===== src/rtl/posit_pkg.sv =====
// Shared posit constants and the S2->S3 stage payload for the posit encoder.
// The flag fields exist only when POSIT_ENC_FLAGS_EN is defined.
package posit_pkg;

    localparam int MAX_N = 64;

    // Magnitude is sized for the widest supported posit; users take the low N-1 bits.
    typedef struct packed {
        logic             valid;
        logic             sign;
        logic             nar;
        logic             zero;
`ifdef POSIT_ENC_FLAGS_EN
        logic             clamp;
        logic             inexact;
`endif
        logic [MAX_N-2:0] mag;
    } stage_t;

    function automatic logic [MAX_N-1:0] posit_nar(input int n);
        logic [MAX_N-1:0] w;
        w        = '0;
        w[n-1]   = 1'b1;
        return w;
    endfunction

    function automatic logic [MAX_N-1:0] posit_zero(input int n);
        logic [MAX_N-1:0] w;
        w        = '0;
        w[n-1]   = 1'b0;
        return w;
    endfunction

    function automatic logic [MAX_N-1:0] posit_maxpos_mag(input int n);
        return posit_nar(n) - 1;
    endfunction

    function automatic logic [MAX_N-1:0] posit_minpos_mag(input int n);
        return MAX_N'(n > 1);
    endfunction

endpackage


===== src/rtl/posit_rne_round.sv =====
// Round-to-nearest-even on an assembled posit magnitude, with maxpos/minpos saturation.
// Combinational; the inexact output is only consumed when POSIT_ENC_FLAGS_EN is defined.
module posit_rne_round
    import posit_pkg::*;
#(
    parameter int W = 31
) (
    input  logic [W-1:0] mag,
    input  logic         guard,
    input  logic         sticky,
    input  logic         clamp_max,
    input  logic         clamp_min,
    output logic [W-1:0] rounded,
    output logic         inexact
);

    localparam logic [MAX_N-1:0] MAXPOS_W = posit_maxpos_mag(W + 1);
    localparam logic [MAX_N-1:0] MINPOS_W = posit_minpos_mag(W + 1);

    logic       inc;
    logic [W:0] sum;

    always_comb begin
        inc     = guard & (sticky | mag[0]);
        sum     = {1'b0, mag} + {{W{1'b0}}, inc};
        rounded = sum[W-1:0];
        // A carry out would spill into the sign bit (NaR); saturate instead.
        if (clamp_max || sum[W]) begin
            rounded = MAXPOS_W[W-1:0];
        end else if (clamp_min || sum[W-1:0] == '0) begin
            rounded = MINPOS_W[W-1:0];
        end
        inexact = guard | sticky | clamp_max | clamp_min;
    end

endmodule


===== src/rtl/posit_encode_pipe.sv =====
// Three-stage posit encoder: S1 regime decode/clamp, S2 assembly and RNE, S3 negate/output.
// Define POSIT_ENC_FLAGS_EN to add the out_inexact/out_clamp ports and their pipeline.
module posit_encode_pipe
    import posit_pkg::*;
#(
    parameter int N  = 32,
    parameter int ES = 2,
    parameter int RS = $clog2(N)
) (
    input  logic           clk,
    input  logic           rst,
    input  logic           in_valid,
    output logic           in_ready,
    input  logic           in_sign,
    input  logic [ES+RS:0] in_le,
    input  logic [2*N-1:0] in_mant,
    input  logic           in_inf,
    input  logic           in_zero,
    output logic           out_valid,
    input  logic           out_ready,
    output logic [N-1:0]   out_posit
`ifdef POSIT_ENC_FLAGS_EN
    ,
    output logic           out_inexact,
    output logic           out_clamp
`endif
);

    localparam int MW = N - 1;
    localparam int FW = 2 * N - 1;
    localparam int KW = RS + 1;
    localparam int WW = ES + 3 * N + 1;

    localparam logic [MAX_N-1:0] NAR_W  = posit_nar(N);
    localparam logic [MAX_N-1:0] ZERO_W = posit_zero(N);

    typedef struct packed {
        logic          valid;
        logic          sign;
        logic          nar;
        logic          zero;
        logic          cmax;
        logic          cmin;
        logic          r0;
        logic [RS-1:0] sh;
        logic [ES-1:0] e;
        logic [FW-1:0] frac;
    } s1_t;

    s1_t    s1_d, s1_q;
    stage_t s2_d, s2_q;
    logic   stall;

    // Handshake: a beat moves on valid & ready; one global stall freezes every stage.
    assign stall    = out_valid & ~out_ready;
    assign in_ready = ~stall;

    logic signed [KW-1:0] k;
    int                   k_int;

    assign k = in_le[ES+RS:ES];

    always_comb begin
        k_int      = int'(k);
        s1_d       = '0;
        s1_d.valid = in_valid;
        s1_d.sign  = in_sign;
        s1_d.nar   = in_inf;
        s1_d.zero  = in_zero;
        s1_d.cmax  = k_int > N - 2;
        s1_d.cmin  = k_int < -(N - 2);
        s1_d.r0    = ~k[KW-1];
        // Run length minus one: k for positive regimes, -k-1 for negative ones.
        s1_d.sh    = k[KW-1] ? ~k[RS-1:0] : k[RS-1:0];
        s1_d.e     = in_le[ES-1:0];
        s1_d.frac  = in_mant[FW-1:0];
    end

    logic [WW-1:0] str, shifted;
    logic [MW-1:0] asm_mag, rnd_mag;
    logic          guard, sticky, rnd_inexact;

    // {r0, ~r0} shifted arithmetically grows the regime run; N zero bits of
    // padding keep every shifted-out bit visible to sticky.
    always_comb begin
        str     = {s1_q.r0, ~s1_q.r0, s1_q.e, s1_q.frac, {N{1'b0}}};
        shifted = $signed(str) >>> s1_q.sh;
        asm_mag = shifted[WW-1 -: MW];
        guard   = shifted[WW-1-MW];
        sticky  = |shifted[WW-2-MW:0];
    end

    posit_rne_round #(
        .W(MW)
    ) u_rnd (
        .mag      (asm_mag),
        .guard    (guard),
        .sticky   (sticky),
        .clamp_max(s1_q.cmax),
        .clamp_min(s1_q.cmin),
        .rounded  (rnd_mag),
        .inexact  (rnd_inexact)
    );

    always_comb begin
        s2_d             = '0;
        s2_d.valid       = s1_q.valid;
        s2_d.sign        = s1_q.sign;
        s2_d.nar         = s1_q.nar;
        s2_d.zero        = s1_q.zero;
        s2_d.mag[MW-1:0] = rnd_mag;
`ifdef POSIT_ENC_FLAGS_EN
        s2_d.clamp       = (s1_q.cmax | s1_q.cmin) & ~(s1_q.nar | s1_q.zero);
        s2_d.inexact     = rnd_inexact & ~(s1_q.nar | s1_q.zero);
`endif
    end

    logic [N-1:0] mag_word, word;

    always_comb begin
        mag_word = {1'b0, s2_q.mag[MW-1:0]};
        if (s2_q.nar) begin
            word = NAR_W[N-1:0];
        end else if (s2_q.zero) begin
            word = ZERO_W[N-1:0];
        end else if (s2_q.sign) begin
            word = -mag_word;
        end else begin
            word = mag_word;
        end
    end

    always_ff @(posedge clk) begin
        if (rst) begin
            s1_q.valid  <= 1'b0;
            s2_q.valid  <= 1'b0;
            out_valid   <= 1'b0;
            out_posit   <= '0;
`ifdef POSIT_ENC_FLAGS_EN
            out_inexact <= 1'b0;
            out_clamp   <= 1'b0;
`endif
        end else if (!stall) begin
            s1_q      <= s1_d;
            s2_q      <= s2_d;
            out_valid <= s2_q.valid;
            if (s2_q.valid) begin
                out_posit   <= word;
`ifdef POSIT_ENC_FLAGS_EN
                out_inexact <= s2_q.inexact;
                out_clamp   <= s2_q.clamp;
`endif
            end
        end
    end

endmodule


===== config.mk =====
export PLATFORM = sky130hd
export DESIGN_NAME = posit_encode_pipe
export DESIGN_NICKNAME = d
export VERILOG_FILES = /design/src/rtl/posit_pkg.sv /design/src/rtl/posit_rne_round.sv /design/src/rtl/posit_encode_pipe.sv
export SDC_FILE = /design/constraint.sdc
export NUM_CORES = 1
export LEC_CHECK = 0
export BUFFER_PORTS_ARGS = -buffer_cell sky130_fd_sc_hd__clkbuf_2
export CORE_ASPECT_RATIO = 1.4
export CORE_MARGIN = 3
export CORE_UTILIZATION = 54
export CTS_CLUSTER_SIZE = 30
export DETAILED_ROUTE_END_ITERATION = 6
export PLACE_DENSITY = 0.88
export REMOVE_ABC_BUFFERS = 1
export SYNTH_ARGS = -nofsm -noshare
export SYNTH_HDL_FRONTEND = slang
export SYNTH_HIERARCHICAL = 1
export SYNTH_SLANG_ARGS = --single-unit

===== constraint.sdc =====
create_clock -name clk -period 7.2 [get_ports clk]
set_clock_uncertainty 0.15 [all_clocks]
set_input_delay 1.44 -clock clk [delete_from_list [all_inputs] [get_ports clk]]
set_output_delay 1.44 -clock clk [all_outputs]
set_load 0.05 [all_outputs]

==> qor.yml <==
run_status:
  status: "finished clean"
die:
  ios: 113
  die_w_um: 120
  core_area_um2: 17500
  start_util: 0.556
  die_y_um: 165
  rows: 57
  die_area_um2: 19700
flow_run:
  maxCapViolations: 0
drt:
  dr.pass1.iters: 6
  drc_errors: 0
  wl_per_cell_um: 16.5
  vias: 7656
  drt_iter0_markers: 720
  ant_nets: 0
  finalWirelength_um: 20700
  via_per_inst: 6.12
critical_path:
  start_kind: "flop"
  cp_data_arrival_time_ns: 5.89
  cp.required_ns: 7.31
  critPathMaxFanout: 19
  cp-end-kind: "flop"
  critPathKind: "flop to flop"
  rr_worst_depth: 17
power:
  sw_frac_of_total: 0.307
  p_leak_nw: 3.92
  internal-power_w: 0.00165
  combPwrFrac: 0.218
  p_clk_frac: 0.356
  p_per_area_nw_per_um2: 221
  power_frac_seq: 0.426
  p_sw_w: 0.000734
  peakVddDrop_uv: 161
hold_path:
  hold_class: "flop to flop"
  holdPathStages: 0
sta:
  fmax_mhz: 173
  worst_slack_ns: 1.42
  setup_tns_ns: 0
  report.final.slew_viol_count: 0
  whs_ns: 0.272
  rsz0062_at_grt: "no"
  slew_headroom: 0.206
  setup-violations-final: 0
  hold_viol_final: 0
  period_share: 0.802
  finalCriticalPeriod_ns: 5.78
  tightest_slew_ns: 1.18
place:
  placed_area_um2: 10200
  dpl.hpwl_um: 15100
  dpl_worst_slack_ns: 1.55
  gp_congestion: 0.897
  io_buffers: 111
grt:
  grt_max_degree: 59
  grt_pass1_wl_um: 34300
  grt_pass1_vias: 7284
  antenna_found_initial: 0
  track_usage: 0.214
  overflow: 0
cells_and_area:
  n_fill_cell: 1412
  layout.nets: 1086
  layout_commonest_cell: "clkbuf_2"
  syn2layout_area_growth_pct: 10.6
  most-common-layout-cells: "111 x clkbuf_2, 110 x edfxtp_1, 82 x nand2_1, 74 x o21ai_0, 63 x nor2_1"
  antenna_cells: 0
  final_area_um2: 10800
  drive_above_1_share: 0.223
clocking:
  cts_buffers: 17
  cts_hold_buf: 0
  root_buffer: "clkbuf_16"
  post_cts_resized: 0
  clkSinkCount: 145
  postCtsSetupRepairBufs: 0
  cts_tree: "built"
  cts_max_path_buffers: 2
  clock_latency_ns: 0.43
  clkSlewWorstSetupHoldPaths_ns: 0.07
  htreeDepth: 4
logic_synthesis:
  ys_warn_count: 6
  syn_avg_cell_area_um2: 10.5
  syn-cell-area_um2: 9760
  postSynthCellCount: 932
[power groups by stage]
stage	Combinational, W	Sequential, W	Clock, W
2_1_floorplan	0.000360	0.00106	0
3_3_place_gp	0.000498	0.00103	0
3_5_place_dp	0.000510	0.00103	0
4_1_cts	0.000514	0.00102	0.000862
5_1_grt	0.000574	0.00103	0.000901
6_report	0.000520	0.00102	0.000850
[final timing paths]
kind	to	slack [ns]	startpoint
worst max-delay path	mag_word[0]	1.42	s1_q[65]
worst min-delay path	s2_q[64]	0.27	s1_q[74]
worst max register to register	mag_word[0]	1.42	s1_q[65]
worst min register to register	s2_q[64]	0.27	s1_q[74]
[through the flow]
stage	cells	power, W	utilization
final	1250	0.00239	0.615
after global routing	1250	0.00250	0.615
after CTS	1250	0.00239	0.615
after detailed placement	1218	0.00154	0.583
after global placement	1218	0.00153	0.583
after floorplan	858	0.00142	-
[state kept, by name, summed over array words and instances, names as in the netlist]
signal     count
out_valid      1
s2_q           4
mag_word      31
out_posit     32
s1_q          77
[metal layers]
| layer | part of all wire | up-vias | global-route usage |
|---|---|---|---|
| met4 | 0.034 | 0 | 0.104 |
| met2 | 0.52 | 299 | 0.387 |
| met5 | 0 | - | 0 |
| li1 | - | 3712 | - |
| met1 | 0.39 | 3584 | 0.245 |
| met3 | 0.053 | 61 | 0.0358 |
[final cells by class]
type / count / area, um^2 / area share
clock inverters: 14 / 118 / 0.0109
well taps: 236 / 295 / 0.0274
clock buffers: 18 / 450 / 0.0417
multi-input cells: 691 / 5180 / 0.480
inverters: 22 / 82.6 / 0.00765
repair buffers: 124 / 666 / 0.0617
flip-flops and latches: 145 / 4000 / 0.371
[critical path: stages, from the launching register on]
cell and delay [ns]:
edfxtp_1 0.72, buf_4 0.34, mux4_1 0.61, a2111oi_0 0.43, o22a_2 0.26, a41oi_1 0.12
or4_1 0.60, a211oi_2 0.25, nand4_1 0.11, o21a_1 0.20, ha_1 0.22, ha_1 0.26
nand3_2 0.15, or4_1 0.27, xnor2_1 0.16, nor4b_1 0.38, nand4_1 0.15, o31ai_2 0.23
(Power assumes the default switching activity.)
